[src/rtl/mc_seq_ctrl.sv]
// mc_seq_ctrl: multi-cycle sequencer for the RV32I core.
// Walks each instruction through IDLE/IF/ID/EX/MEM/WB, decodes the opcode
// class from the latched IR, resolves branches from the ALU flags and drives
// the datapath strobes and memory handshakes. Illegal opcodes and memory
// timeouts park the sequencer in TRAP until reset.
module mc_seq_ctrl #(
  parameter int WAIT_MAX = 16,
  parameter int CNT_W    = 32
) (
  input  logic             clk,
  input  logic             rstn,
  input  logic [6:0]       Op,
  input  logic [2:0]       Funct3,
  input  logic             zf,
  input  logic             sf,
  input  logic             cf,
  input  logic             imem_ready,
  input  logic             dmem_ready,
  output logic             imem_req,
  output logic             dmem_req,
  output logic             dmem_we,
  output logic             ir_we,
  output logic             reg_we,
  output logic             pc_we,
  output logic [1:0]       npc_sel,
  output logic             retire,
  output logic             halt,
  output logic [2:0]       state,
  output logic [CNT_W-1:0] instret
);

  typedef enum logic [2:0] {
    S_IDLE = 3'd0,
    S_IF   = 3'd1,
    S_ID   = 3'd2,
    S_EX   = 3'd3,
    S_MEM  = 3'd4,
    S_WB   = 3'd5,
    S_TRAP = 3'd6
  } state_t;

  typedef enum logic [3:0] {
    CLS_ILLEGAL,
    CLS_LUI,
    CLS_AUIPC,
    CLS_JAL,
    CLS_JALR,
    CLS_BRANCH,
    CLS_LOAD,
    CLS_STORE,
    CLS_OPIMM,
    CLS_OP
  } cls_t;

  localparam logic [6:0] OP_LUI    = 7'b0110111;
  localparam logic [6:0] OP_AUIPC  = 7'b0010111;
  localparam logic [6:0] OP_JAL    = 7'b1101111;
  localparam logic [6:0] OP_JALR   = 7'b1100111;
  localparam logic [6:0] OP_BRANCH = 7'b1100011;
  localparam logic [6:0] OP_LOAD   = 7'b0000011;
  localparam logic [6:0] OP_STORE  = 7'b0100011;
  localparam logic [6:0] OP_OPIMM  = 7'b0010011;
  localparam logic [6:0] OP_OP     = 7'b0110011;

  localparam logic [1:0] NPC_SEQ    = 2'b00;
  localparam logic [1:0] NPC_BRANCH = 2'b01;
  localparam logic [1:0] NPC_JAL    = 2'b10;
  localparam logic [1:0] NPC_JALR   = 2'b11;

  // Last wait count that may still be served; one more idle cycle means timeout.
  localparam logic [7:0] WAIT_LAST = 8'(WAIT_MAX - 1);

  state_t     cur;
  logic [7:0] wait_cnt;
  cls_t       cls;
  logic       br_taken;

  // Opcode class from the latched IR; jalr and branch also need a legal funct3.
  always_comb begin
    cls = CLS_ILLEGAL;
    case (Op)
      OP_LUI:    cls = CLS_LUI;
      OP_AUIPC:  cls = CLS_AUIPC;
      OP_JAL:    cls = CLS_JAL;
      OP_JALR:   cls = (Funct3 == 3'b000) ? CLS_JALR : CLS_ILLEGAL;
      OP_BRANCH: cls = (Funct3 == 3'b010 || Funct3 == 3'b011) ? CLS_ILLEGAL : CLS_BRANCH;
      OP_LOAD:   cls = CLS_LOAD;
      OP_STORE:  cls = CLS_STORE;
      OP_OPIMM:  cls = CLS_OPIMM;
      OP_OP:     cls = CLS_OP;
      default:   cls = CLS_ILLEGAL;
    endcase
  end

  // Branch condition from the ALU flags; odd funct3 bit inverts the sense.
  always_comb begin
    br_taken = 1'b0;
    case (Funct3)
      3'b000:  br_taken = zf;
      3'b001:  br_taken = ~zf;
      3'b100:  br_taken = sf;
      3'b101:  br_taken = ~sf;
      3'b110:  br_taken = cf;
      3'b111:  br_taken = ~cf;
      default: br_taken = 1'b0;
    endcase
  end

  // Datapath strobes and requests, decoded from the current state and inputs.
  always_comb begin
    imem_req = 1'b0;
    dmem_req = 1'b0;
    dmem_we  = 1'b0;
    ir_we    = 1'b0;
    reg_we   = 1'b0;
    pc_we    = 1'b0;
    npc_sel  = NPC_SEQ;
    retire   = 1'b0;
    halt     = 1'b0;
    case (cur)
      S_IF: begin
        imem_req = 1'b1;
        ir_we    = imem_ready;
      end
      S_EX: begin
        if (cls == CLS_BRANCH) begin
          pc_we   = 1'b1;
          retire  = 1'b1;
          npc_sel = br_taken ? NPC_BRANCH : NPC_SEQ;
        end
      end
      S_MEM: begin
        dmem_req = 1'b1;
        dmem_we  = (cls == CLS_STORE);
        if (cls == CLS_STORE && dmem_ready) begin
          pc_we  = 1'b1;
          retire = 1'b1;
        end
      end
      S_WB: begin
        reg_we = 1'b1;
        pc_we  = 1'b1;
        retire = 1'b1;
        if (cls == CLS_JAL)
          npc_sel = NPC_JAL;
        else if (cls == CLS_JALR)
          npc_sel = NPC_JALR;
        else
          npc_sel = NPC_SEQ;
      end
      S_TRAP: begin
        halt = 1'b1;
      end
      default: begin
        halt = 1'b0;
      end
    endcase
  end

  // Sequencer state and memory wait counter; the counter restarts on every state change.
  always_ff @(posedge clk or negedge rstn) begin
    if (!rstn) begin
      cur      <= S_IDLE;
      wait_cnt <= '0;
    end else begin
      wait_cnt <= '0;
      case (cur)
        S_IDLE: cur <= S_IF;
        S_IF: begin
          if (imem_ready)
            cur <= S_ID;
          else if (wait_cnt == WAIT_LAST)
            cur <= S_TRAP;
          else
            wait_cnt <= wait_cnt + 8'd1;
        end
        S_ID: cur <= (cls == CLS_ILLEGAL) ? S_TRAP : S_EX;
        S_EX: begin
          if (cls == CLS_BRANCH)
            cur <= S_IF;
          else if (cls == CLS_LOAD || cls == CLS_STORE)
            cur <= S_MEM;
          else
            cur <= S_WB;
        end
        S_MEM: begin
          if (dmem_ready)
            cur <= (cls == CLS_STORE) ? S_IF : S_WB;
          else if (wait_cnt == WAIT_LAST)
            cur <= S_TRAP;
          else
            wait_cnt <= wait_cnt + 8'd1;
        end
        S_WB:   cur <= S_IF;
        S_TRAP: cur <= S_TRAP;
        default: cur <= S_IDLE;
      endcase
    end
  end

  // Retired-instruction counter, wrapping silently.
  always_ff @(posedge clk or negedge rstn) begin
    if (!rstn)
      instret <= '0;
    else if (retire)
      instret <= instret + CNT_W'(1);
  end

  assign state = cur;

endmodule

[config.mk]
export PLATFORM = sky130hd
export DESIGN_NAME = mc_seq_ctrl
export DESIGN_NICKNAME = d
export VERILOG_FILES = /design/src/rtl/mc_seq_ctrl.sv
export SDC_FILE = /design/constraint.sdc
export NUM_CORES = 1
export LEC_CHECK = 0
export ABC_AREA = 1
export BUFFER_PORTS_ARGS = -buffer_cell sky130_fd_sc_hd__buf_2
export CORE_UTILIZATION = 40
export CTS_CLUSTER_SIZE = 12
export DETAILED_ROUTE_END_ITERATION = 8
export GPL_ROUTABILITY_DRIVEN = 0
export GPL_TIMING_DRIVEN = 1
export SKIP_CTS_REPAIR_TIMING = 1
export SYNTH_ARGS = -nofsm -noshare
export SYNTH_HDL_FRONTEND = slang
export SYNTH_SLANG_ARGS = --single-unit
[constraint.sdc]
create_clock -name clk -period 1.9 [get_ports clk]
set_input_delay 0.19 -clock clk [delete_from_list [all_inputs] [get_ports clk]]
set_output_delay 0.19 -clock clk [all_outputs]
set_load 0.02 [all_outputs]
==> flow_summary.ini <==
[clocking]
clock_tree.root_cell = sky130_fd_sc_hd__clkbuf_8
htree_levels = 2
cts.clk_slew.worst_paths_ns = 0.08
clk-insertion-delay-late_ns = 0.30
cts.sinks = 43
cts_inserted_buffers = 5
tritoncts_clock_tree = built
clk_path_buf_depth = 2

[final_layout]
num-nets-final = 544
final-instance-count-excl-fill = 625
area_growth_pct = 19.7
sequential_cell_area_mm2 = 0.00108
multiInputGateArea_mm2 = 0.00178
antennaDiodeCount = 0
fillers = 737
final_layout_size_suffix_gt1_frac = 0.188

[detailed_routing]
route.detailed.wl_per_inst_um = 13.0
number_of_routed_nets_with_antenna_violations = 0
route.detailed.drc = 0
drt_pass1_iterations = 4
postRouteWirelength_mm = 8.10
vias_per_cell = 5.05
drc_violation_total_after_the_first_tritonroute_iteration = 164
num_vias = 3154

[place]
post-place-ws_ns = 0.171
io_buffers = 61
dpl.cell_count = 611
hpwlAfterDp_mm = 6.10

[critical_path]
worst_path_required_time_ns = 1.71
critical_path.max_stage_delay_ns = 0.44
timing.critical_path.slowest_stage_cell = sky130_fd_sc_hd__dfrtp_2
path_buf_inv = 1
critPathMaxFanout = 5
regToRegSetupSlack_ns = 0.20
timing.rr.start = instret[0]
worst_r2r_endpoint = instret[24]
setup.worst_path.start_class = flip-flop
reg2reg_depth = 9
worst_path_dominant_cell_family = simple AND/OR/NAND/NOR gates
crit_path_cell_trace = or2_4, nor2_4, nand4_4, o21ai_2, buf_2
worst_path_arrival_time_ns = 1.64
worst_setup_path_end_kind = output pin
critPathKind = reg -> out

[yosys]
fraction_of_synthesized_cell_area_taken_by_the_top_area_cell_type = 0.352
yosysWarnings = 0
seq_area_frac_synth = 0.352
postSynthNetCount = 474
netlist_top_cells_area = sky130_fd_sc_hd__dfrtp_1 (35%), sky130_fd_sc_hd__nand2_1 (21%), sky130_fd_sc_hd__nand4_1 (8.2%)
synth.lib_cells_used.distinct = 31
synthesis.area_per_instance_um2 = 6.73
syn_area_mm2 = 0.00306
synth_seq_cells = 43
netlist_instances = 455
synth_top_cell_by_area = sky130_fd_sc_hd__dfrtp_1

[timing]
fin_worst_hold_slack_ns = 0.146
finalClockSkew_ns = 0.00640
timing.setup.tns_ns = 0
post-route-min-period_ns = 1.83
final_hold_viol_count = 0
setup_viol_count_final = 0
rsz0062_at_grt = no
share_of_the_cycle_needed_by_the_critical_path_after_routing = 0.962
fmax_mhz = 547
slew-limit-headroom = 0.625
worst_slew_pin_slew_ns = 0.563
final_critical_path_setup_slack_ns = 0.0727
final_max_slew_viol_count = 0

[floorplanning]
die_area_mm2 = 0.00800
starting_density_of_the_core = 0.417
fp.coreArea_mm2 = 0.00733
design.portCount = 62
dieWidth_um = 89.5
rows = 31
die_y_um = 89.5

[power]
power-per-cell-area_mw_per_mm2 = 743
total_leakage_power_nw = 1.98
power_mw = 2.72
vdd.ir_drop.worst_v = 0.000342

[global_route]
number_of_antenna_violations_at_the_first_check_in_global_routing = 0
grt_pass1_wl_mm = 13.2
grt.total_usage = 0.213
global_route.overflow_total = 0
maximum_number_of_pins_on_one_net_before_global_route_repair = 33
first_global_vias = 2724

[min_path]
min_path_cells = 3
hold_path.class = in -> reg
hold-path-endpoint = state[1]
worstHoldStart = imem_ready

[flow_run]
max_cap_violations = 0

[status]
run_status = finished clean
state kept, by name (all words and copies together) (netlist names):
signal	cells
instret	32
wait_cnt	8
state	3
where the power goes:
group	switching [mW]	leakage [nW]	internal, mW
Combinational	0.679	1.35	0.375
Clock	0.325	0.0422	0.259
Sequential	0.0902	0.588	0.996
worst reg2reg max path: stages (launching register included):
cell and delay, ns:
sky130_fd_sc_hd__dfrtp_1 0.43, sky130_fd_sc_hd__ha_1 0.20, sky130_fd_sc_hd__nand3_1 0.27, sky130_fd_sc_hd__nor3_2 0.27
sky130_fd_sc_hd__buf_4 0.17, sky130_fd_sc_hd__nand2_1 0.05, sky130_fd_sc_hd__nand2_1 0.06, sky130_fd_sc_hd__nand2_1 0.05
sky130_fd_sc_hd__nand2_1 0.06, sky130_fd_sc_hd__nand2_1 0.04
Yosys cell counts, drive strengths merged:
master / count
inv: 41
a31oi: 1
nand3b: 6
nor2: 58
xnor2: 5
nand4: 41
clkbuf: 6
o21bai: 1
or2: 1
o22ai: 1
o22a: 1
nor3: 19
and3b: 1
dfrtp: 43
nand3: 25
o21ai: 6
buf: 7
nand2: 168
ha: 2
xor2: 19
nor3b: 3
cells by family (layout without fill, tap and decap cells):
family	count (synthesis)	count (layout)	synth area share
xor gates and xnor gates	24	24	0.0687
AOI/OAI and AO/OA	10	10	0.0192
and+or+nand+nor	322	322	0.476
buffers and inverters	54	125	0.0760
adders and majority gates	2	2	0.00818
DFF	43	43	0.352
per-stage QoR:
| step | utilization | cell area [um2] |
|---|---|---|
| CTS | 0.490 | 3590 |
| finish | 0.500 | 3660 |
| floorplan | - | 3070 |
| detailed placement | 0.479 | 3510 |
| global placement | 0.479 | 3510 |
| global route | 0.500 | 3660 |
cell usage in the layout, fill, tap and decap left out, types with 3 or more instances in the layout:
| cell type | count |
|---|---|
| sky130_fd_sc_hd__nand2_1 | 167 |
| sky130_fd_sc_hd__buf_2 | 59 |
| sky130_fd_sc_hd__nor2_1 | 53 |
| sky130_fd_sc_hd__nand4_1 | 40 |
| sky130_fd_sc_hd__dfrtp_1 | 40 |
| sky130_fd_sc_hd__inv_1 | 38 |
| sky130_fd_sc_hd__nand3_1 | 24 |
| sky130_fd_sc_hd__xor2_1 | 19 |
| sky130_fd_sc_hd__nor3_1 | 18 |
| sky130_fd_sc_hd__buf_4 | 14 |
| sky130_fd_sc_hd__nand3b_1 | 6 |
| sky130_fd_sc_hd__xnor2_1 | 5 |
| sky130_fd_sc_hd__clkbuf_8 | 5 |
| sky130_fd_sc_hd__o21ai_0 | 4 |
| sky130_fd_sc_hd__inv_2 | 3 |
| sky130_fd_sc_hd__nor2_4 | 3 |
| sky130_fd_sc_hd__dfrtp_2 | 3 |
area by class of cell:
class / instances / share of cell area
sequential: 43 / 0.295
tap: 99 / 0.0338
clock inverter: 1 / 0.00137
multi-input combinational: 358 / 0.484
clock buffer: 7 / 0.0208
timing repair buffer: 76 / 0.123
inverter: 41 / 0.0420
routing by layer:
metal,share of wire,vias up,track usage
met2,0.43,62,0.328
met3,0.030,6,0.0249
met4,0.010,0,0.0476
met1,0.53,1467,0.319
met5,0,-,0
li1,-,1619,-
worst max path at each step:
| stage | startpoint | to | slack, ns | cells after the start |
|---|---|---|---|---|
| 3_5_place_dp | instret[0] | instret[24] | 0.17 | 9 |
| 2_1_floorplan | state[1] | retire | 0.09 | 7 |
| 4_1_cts | state[0] | pc_we | -0.16 | 6 |
| 3_3_place_gp | instret[0] | instret[24] | 0.21 | 9 |
| 6_report | state[2] | npc_sel[0] | 0.07 | 5 |
| 5_1_grt | state[1] | npc_sel[1] | 0.001 | 8 |
No activity file was read; power rests on OpenSTA's default activity.
